`src/rtl/sdram_arb_pkg.sv`:
```
// sdram_arbiter shared types.
// FSM state and lane constants.
package sdram_arb_pkg;

  typedef enum logic [1:0] {
    IDLE,
    ISSUE,
    WAIT,
    DONE
  } arb_state_t;

  localparam int NPORT_MAX = 8;
  localparam int SD_LANE   = 48;

endpackage

```
`src/rtl/sdram_arbiter_if.sv`:
```
// Arbiter-to-controller bus.
// master = arbiter, slave = sdram controller.
interface sdram_arbiter_if #(
  parameter int AW = 26
);

  logic          sd_sel;
  logic [AW-1:0] sd_addr;
  logic [15:0]   sd_din;
  logic [1:0]    sd_bs;
  logic          sd_rd;
  logic          sd_wr;
  logic          sd_burst;
  logic          sd_ready;
  logic [63:0]   sd_dout;

  modport master (
    output sd_sel, sd_addr, sd_din, sd_bs,
    output sd_rd, sd_wr, sd_burst,
    input  sd_ready, sd_dout
  );

  modport slave (
    input  sd_sel, sd_addr, sd_din, sd_bs,
    input  sd_rd, sd_wr, sd_burst,
    output sd_ready, sd_dout
  );

endinterface

```
`src/rtl/sdram_arb_rr.sv`:
```
// Round-robin picker over ports 1..NPORT-1.
// Search starts at ptr and wraps back to 1.
module sdram_arb_rr #(
  parameter  int NPORT = 4,
  localparam int IW    = $clog2(NPORT)
) (
  input  logic [NPORT-1:0] req,
  input  logic [IW-1:0]    ptr,
  output logic [NPORT-1:0] gnt,
  output logic [IW-1:0]    idx
);

  logic [IW-1:0] p;
  int            pi;

  // walk farthest-first so the nearest hit wins
  always_comb begin
    gnt = '0;
    idx = '0;
    p   = '0;
    pi  = 0;
    for (int k = NPORT - 2; k >= 0; k--) begin
      pi = int'(ptr) + k;
      if (pi >= NPORT)
        pi = pi - (NPORT - 1);
      p = IW'(pi);
      if (req[p]) begin
        gnt    = '0;
        gnt[p] = 1'b1;
        idx    = p;
      end
    end
  end

endmodule

```
`src/rtl/sdram_arbiter.sv`:
```
// Multi-port arbiter in front of the sdram controller.
// Port 0 has fixed priority; ports 1.. are round-robin.
module sdram_arbiter
  import sdram_arb_pkg::*;
#(
  parameter int NPORT = 4,
  parameter int AW    = 26
) (
  input  logic                       clk,
  input  logic                       reset,
  input  logic                       en,
  input  logic [NPORT-1:0]           req,
  input  logic [NPORT-1:0][AW-1:0]   req_addr,
  input  logic [NPORT-1:0]           req_wr,
  input  logic [NPORT-1:0]           req_burst,
  input  logic [NPORT-1:0][15:0]     req_din,
  input  logic [NPORT-1:0][1:0]      req_bs,
  output logic [NPORT-1:0]           ack,
  output logic [63:0]                rdata,
  sdram_arbiter_if.master            sd
);

  localparam int IW = $clog2(NPORT);

  if (NPORT < 2 || NPORT > NPORT_MAX) begin : g_chk
    $error("sdram_arbiter: NPORT out of range");
  end

  arb_state_t       state;
  logic [IW-1:0]    ptr;
  logic [IW-1:0]    gnt;
  logic [IW-1:0]    rr_idx;
  logic [IW-1:0]    pick;
  logic [NPORT-1:0] rr_gnt;
  logic             is_wr;
  logic             abort;
  logic             take;

  sdram_arb_rr #(.NPORT(NPORT)) u_rr (
    .req (req),
    .ptr (ptr),
    .gnt (rr_gnt),
    .idx (rr_idx)
  );

  assign pick = req[0] ? '0 : rr_idx;
  assign take = en && sd.sd_ready && (req[0] || |rr_gnt);

  always_ff @(posedge clk) begin
    if (reset) begin
      state       <= IDLE;
      ptr         <= IW'(1);
      gnt         <= '0;
      ack         <= '0;
      rdata       <= '0;
      is_wr       <= 1'b0;
      abort       <= 1'b0;
      sd.sd_sel   <= 1'b0;
      sd.sd_addr  <= '0;
      sd.sd_din   <= '0;
      sd.sd_bs    <= '0;
      sd.sd_rd    <= 1'b0;
      sd.sd_wr    <= 1'b0;
      sd.sd_burst <= 1'b0;
    end else begin
      ack <= '0;
      unique case (state)
        IDLE: if (take) begin
          gnt         <= pick;
          is_wr       <= req_wr[pick];
          abort       <= 1'b0;
          sd.sd_sel   <= 1'b1;
          sd.sd_addr  <= req_addr[pick];
          sd.sd_din   <= req_din[pick];
          sd.sd_bs    <= req_bs[pick];
          sd.sd_burst <= req_burst[pick] & ~req_wr[pick];
          sd.sd_rd    <= ~req_wr[pick];
          sd.sd_wr    <= req_wr[pick];
          state       <= ISSUE;
        end
        // hold strobes until the controller shows it is busy
        ISSUE: if (!en || !sd.sd_ready) begin
          sd.sd_rd <= 1'b0;
          sd.sd_wr <= 1'b0;
          abort    <= !en;
          state    <= en ? WAIT : DONE;
        end
        WAIT: if (!en || sd.sd_ready) begin
          abort <= !en;
          state <= DONE;
        end
        DONE: begin
          ack[gnt] <= 1'b1;
          if (abort || is_wr || !en)
            rdata <= '0;
          else if (sd.sd_burst)
            rdata <= sd.sd_dout;
          else
            rdata <= {{SD_LANE{1'b0}}, sd.sd_dout[63:SD_LANE]};
          if (gnt != '0)
            ptr <= (gnt == IW'(NPORT - 1)) ? IW'(1) : gnt + IW'(1);
          state <= IDLE;
        end
      endcase
    end
  end

endmodule
```
`src/flat_wrapper.sv`:
```
// flat-port wrapper written by rule: the top's interface ports become plain ports
module sdram_arbiter_flat import sdram_arb_pkg::*;
#(
  parameter int NPORT = 4,
  parameter int AW    = 26
)
  (clk, reset, en, req, req_addr, req_wr, req_burst, req_din, req_bs, ack, rdata, sd_sd_sel, sd_sd_addr, sd_sd_din, sd_sd_bs, sd_sd_rd, sd_sd_wr, sd_sd_burst, sd_sd_ready, sd_sd_dout);
  sdram_arbiter_if #(.AW(AW)) sd_i ();
  input  logic clk;
  input  logic reset;
  input  logic en;
  input  logic [NPORT-1:0] req;
  input  logic [NPORT-1:0][AW-1:0] req_addr;
  input  logic [NPORT-1:0] req_wr;
  input  logic [NPORT-1:0] req_burst;
  input  logic [NPORT-1:0][15:0] req_din;
  input  logic [NPORT-1:0][1:0] req_bs;
  output logic [NPORT-1:0] ack;
  output logic [63:0] rdata;
  output wire logic [$bits(sd_i.sd_sel)-1:0] sd_sd_sel;
  output wire logic [$bits(sd_i.sd_addr)-1:0] sd_sd_addr;
  output wire logic [$bits(sd_i.sd_din)-1:0] sd_sd_din;
  output wire logic [$bits(sd_i.sd_bs)-1:0] sd_sd_bs;
  output wire logic [$bits(sd_i.sd_rd)-1:0] sd_sd_rd;
  output wire logic [$bits(sd_i.sd_wr)-1:0] sd_sd_wr;
  output wire logic [$bits(sd_i.sd_burst)-1:0] sd_sd_burst;
  input wire logic [$bits(sd_i.sd_ready)-1:0] sd_sd_ready;
  input wire logic [$bits(sd_i.sd_dout)-1:0] sd_sd_dout;
  assign sd_sd_sel = sd_i.sd_sel;
  assign sd_sd_addr = sd_i.sd_addr;
  assign sd_sd_din = sd_i.sd_din;
  assign sd_sd_bs = sd_i.sd_bs;
  assign sd_sd_rd = sd_i.sd_rd;
  assign sd_sd_wr = sd_i.sd_wr;
  assign sd_sd_burst = sd_i.sd_burst;
  assign sd_i.sd_ready = sd_sd_ready;
  assign sd_i.sd_dout = sd_sd_dout;
  sdram_arbiter #(.NPORT(NPORT), .AW(AW)) u_core (.clk(clk), .reset(reset), .en(en), .req(req), .req_addr(req_addr), .req_wr(req_wr), .req_burst(req_burst), .req_din(req_din), .req_bs(req_bs), .ack(ack), .rdata(rdata), .sd(sd_i));
endmodule
```
`config.mk`:
```
export PLATFORM = sky130hd
export DESIGN_NAME = sdram_arbiter_flat
export DESIGN_NICKNAME = d
export VERILOG_FILES = /design/src/rtl/sdram_arb_pkg.sv /design/src/rtl/sdram_arbiter_if.sv /design/src/rtl/sdram_arb_rr.sv /design/src/rtl/sdram_arbiter.sv /design/src/flat_wrapper.sv
export SDC_FILE = /design/constraint.sdc
export NUM_CORES = 1
export LEC_CHECK = 0
export ABC_AREA = 1
export ABC_CLOCK_PERIOD_IN_PS = 3000
export CAP_MARGIN = 20
export CORE_MARGIN = 8
export CORE_UTILIZATION = 39
export CTS_CLUSTER_DIAMETER = 50
export CTS_CLUSTER_SIZE = 28
export DETAILED_ROUTE_END_ITERATION = 16
export MAX_ROUTING_LAYER = met4
export PLACE_DENSITY = 0.81
export RECOVER_POWER = 100
export REMOVE_ABC_BUFFERS = 1
export SLEW_MARGIN = 20
export SYNTH_ARGS = -nofsm -noshare
export SYNTH_HDL_FRONTEND = slang
export SYNTH_SLANG_ARGS = --single-unit
```
`constraint.sdc`:
```
create_clock -name clk -period 3 [get_ports clk]
set_clock_uncertainty 0.1 [all_clocks]
set_input_delay 0.75 -clock clk [delete_from_list [all_inputs] [get_ports clk]]
set_output_delay 0.75 -clock clk [all_outputs]
set_load 0.005 [all_outputs]
```
==> flow_metrics.tcl <==
set metrics [dict create \
    status "finished clean" \
    crit_family "simple AND/OR/NAND/NOR gates" \
    r2r_end "u_core.sd.sd_burst" \
    power_density_nw_per_um2 489 \
    rsz0062_at_grt "false" \
    grt_pass1_vias 7715 \
    required_ns 3.16 \
    drtIter0Drc 333 \
    cp-start-kind "register" \
    cp.arrival_ns 2.89 \
    path_cells "inv_1 -> ha_1 -> nand3_1 -> nand2_1 -> nand3_1 -> nand2_1 -> nand2_2 -> nand2_4 -> clkbuf_2 -> nand2_1 -> nand3_1 -> nand2_1 -> nand3_1 -> a21oi_1" \
    synth_adder_area_share_pct 3.02 \
    fin_ws_ns 0.269 \
    post-route-period-util_pct 91.0 \
    clk_latency_ns 0.41 \
    rows 47 \
    port_buffers 371 \
    stdcell_count 1562 \
    synth_compound_area_share_pct 18.0 \
    fmax_mhz 366 \
    hold_depth 2 \
    slew_viol_final 0 \
    ant_nets 0 \
    p_comb_share_pct 29.5 \
    drc 0 \
    p_seq_share_pct 34.1 \
    yosysWarnings 0 \
    critPathMaxStageDelay_ns 0.42 \
    numCtsBuffers 17 \
    rrSetupSlack_ns 0.27 \
    start_util_pct 40.0 \
    synthMuxAreaShare_pct 2.72 \
    synth_area_sq_um 6640 \
    synthSimpleGateAreaFrac_pct 28.4 \
    hold_start "u_core.rdata[11]" \
    dp_hpwl_um 20900 \
    synth_top_family_by_area "simple AND/OR/NAND/NOR gates" \
    cts.path.max_buffers 2 \
    final_cell_mix "333 x nand2_1, 253 x clkdlybuf4s50_1, 123 x dfxtp_1" \
    design_area_sq_um 11100 \
    worst-path-max-fanout 16 \
    leakage_nw 5.23 \
    p_int_w 0.00372 \
    r2r-start "u_core.ptr[1]" \
    clkTransAtPathRegs_ns 0.06 \
    grt_start_max_net_pins 72 \
    coreArea_sq_um 16600 \
    syn_inst 978 \
    die_w_um 146 \
    post-place-ws_ns 0.0208 \
    p_switching_w 0.00171 \
    fp.dieArea_sq_um 21400 \
    syn_to_final_growth_pct 67.4 \
    htree_levels 4 \
    tns_ns 0 \
    ys_ff_latch 124 \
    drv_cap 0 \
    holdWs_ns 0.363 \
    crit_path_end_kind "register" \
    gr-total-overflow 0 \
    hold_viol 0 \
    antenna_found_initial 2 \
    io_pins 372 \
    worstHoldPathType "register to register" \
    final_nets 1599 \
    vias_per_cell 4.91 \
    r2r_cells 14 \
    worst_pin_slew_ns 1.23 \
    path_buf_inv 2 \
    cp_slowest_cell "ha_1" \
    netSwitchingFraction_pct 31.5 \
    fin_crit_ns 2.73 \
    min_to "u_core.rdata[11]" \
    grt_first_pass_wirelength_um 41600 \
    root_buffer "clkbuf_16" \
    vias 7670 \
    gp_congestion 0.909 \
    final_common_cell "nand2_1" \
    yosys.area_share.xor_xnor_pct 0 \
    final_layout_size_suffix_gt1_share_pct 6.27 \
    drt_wl_total_um 26800 \
    ir_drop_uv 406 \
    drt-wirelength-per-cell_um 17.1 \
    synth_cell_types 28 \
    grt_usage_pct 25.3 \
    die_h_um 146 \
    clockPowerShare_pct 36.4 \
    cts_tree "yes" \
    placed_area_sq_um 10600 \
    relSlewSlack_pct 18.2 \
    holdBufCountCts 0 \
    synth.avg_cell_area_sq_um 6.78 \
    setup_viol 0 \
    synth_seq_area_share_pct 37.4 \
    path_class "register to register" \
    dr.pass1.iters 5 \
    dp_cells 1528 \
    cts_sinks 124 \
]
-- sequential cells by signal, summed over array words and instances (netlist names), 2 cells and up --
register and flops:
u_core.gnt 2, u_core.rdata 64, u_core.state 2, u_core.sd.sd_addr 26, u_core.ptr 2, u_core.ack 4
u_core.sd.sd_bs 2, u_core.sd.sd_din 16
-- cell families after synthesis --
logic type                 after synthesis
and+or+nand+nor                        479
AOI/OAI and AO/OA                      179
buffers and inverters                  164
DFF                                    124
muxes                                   16
adders and majority gates               16
-- synthesized netlist by cell type --
| master | number | area share [%] |
|---|---|---|
| ha_1 | 16 | 3.0 |
| o21ai_0 | 32 | 2.4 |
| nand2_1 | 333 | 19 |
| o211ai_1 | 32 | 3.6 |
| buf_4 | 7 | 0.79 |
| buf_1 | 3 | 0.17 |
| nand2_4 | 1 | 0.17 |
| nand3_2 | 1 | 0.15 |
| mux2_2 | 16 | 2.7 |
| inv_1 | 93 | 5.3 |
| o21bai_1 | 1 | 0.11 |
| a21oi_4 | 2 | 0.49 |
| nor2_4 | 1 | 0.17 |
| a211oi_1 | 1 | 0.11 |
| a22oi_1 | 48 | 5.4 |
| clkbuf_1 | 29 | 1.6 |
| o21ai_4 | 1 | 0.25 |
| a21oi_1 | 33 | 2.5 |
| nand2_2 | 2 | 0.19 |
| o21a_1 | 24 | 2.7 |
| nor2_1 | 92 | 5.2 |
| inv_2 | 8 | 0.45 |
| o21ai_1 | 5 | 0.38 |
| dfxtp_1 | 124 | 37 |
| nand3_1 | 48 | 3.6 |
| buf_6 | 3 | 0.51 |
| nor2_2 | 1 | 0.094 |
| buf_2 | 21 | 1.6 |
-- cell type report --
type	count	area [sq um]
antenna	2	5.00
clock buffer	18	429
clock inverter	14	136
fill	1468	5480
inverter	101	379
multi-input combinational	690	3470
sequential	124	2480
tap	220	275
timing repair buffer	393	3930
-- power groups by stage --
stage | Clock [W] | Combinational, W | Sequential [W]
finish | 0.00198 | 0.00160 | 0.00185
global route | 0.00209 | 0.00178 | 0.00187
CTS | 0.00201 | 0.00165 | 0.00185
detailed placement | 0 | 0.00164 | 0.00189
global placement | 0 | 0.00163 | 0.00189
floorplan | 0 | 0.000751 | 0.00189
-- worst register-to-register path, delay by kind of cell (launching register included) --
kind                     cells  cell delay [ns]
AO/OA/AOI/OAI                1             0.08
buffers and inverters        2             0.46
flip-flops                   1             0.40
AND/OR/NAND/NOR             10             1.09
adder cells (fa/ha/maj)      1             0.42
-- through the flow --
step / total power (W) / utilization [%]
2_1_floorplan: 0.00264 / -
3_3_place_gp: 0.00351 / 63.7
3_5_place_dp: 0.00353 / 63.7
4_1_cts: 0.00552 / 67.1
5_1_grt: 0.00574 / 67.0
6_report: 0.00543 / 67.0
-- metal layers --
layer  global-route usage (%)  up-vias  routed length (um)
li1                         -     3840                   -
met1                     26.6     3499               10400
met2                     43.5      266               13600
met3                     6.03       65                1530
met4                     12.9        0                1260
met5                        -        -                   0
-- timing repair --
item	CTS	global route
setup buffers	0	0
setup endpoints to repair	0	1
gates resized for setup	0	1
endpoints found under the hold margin	0	0
-- how the worst max path moves through the flow --
stage,slack [ns],end,depth (start not counted),from
after floorplan,-0.17,u_core.sd.sd_addr[12],16,u_core.ptr[0]
after global placement,0.05,u_core.sd.sd_addr[8],16,req[2]
after detailed placement,0.02,u_core.sd.sd_addr[8],16,req[3]
after CTS,0.28,u_core.sd.sd_addr[8],16,u_core.ptr[0]
after global routing,0.03,u_core.sd.sd_burst,15,u_core.ptr[1]
final,0.27,u_core.sd.sd_burst,14,u_core.ptr[1]
Note: power is estimated with default switching activity, not from simulation.
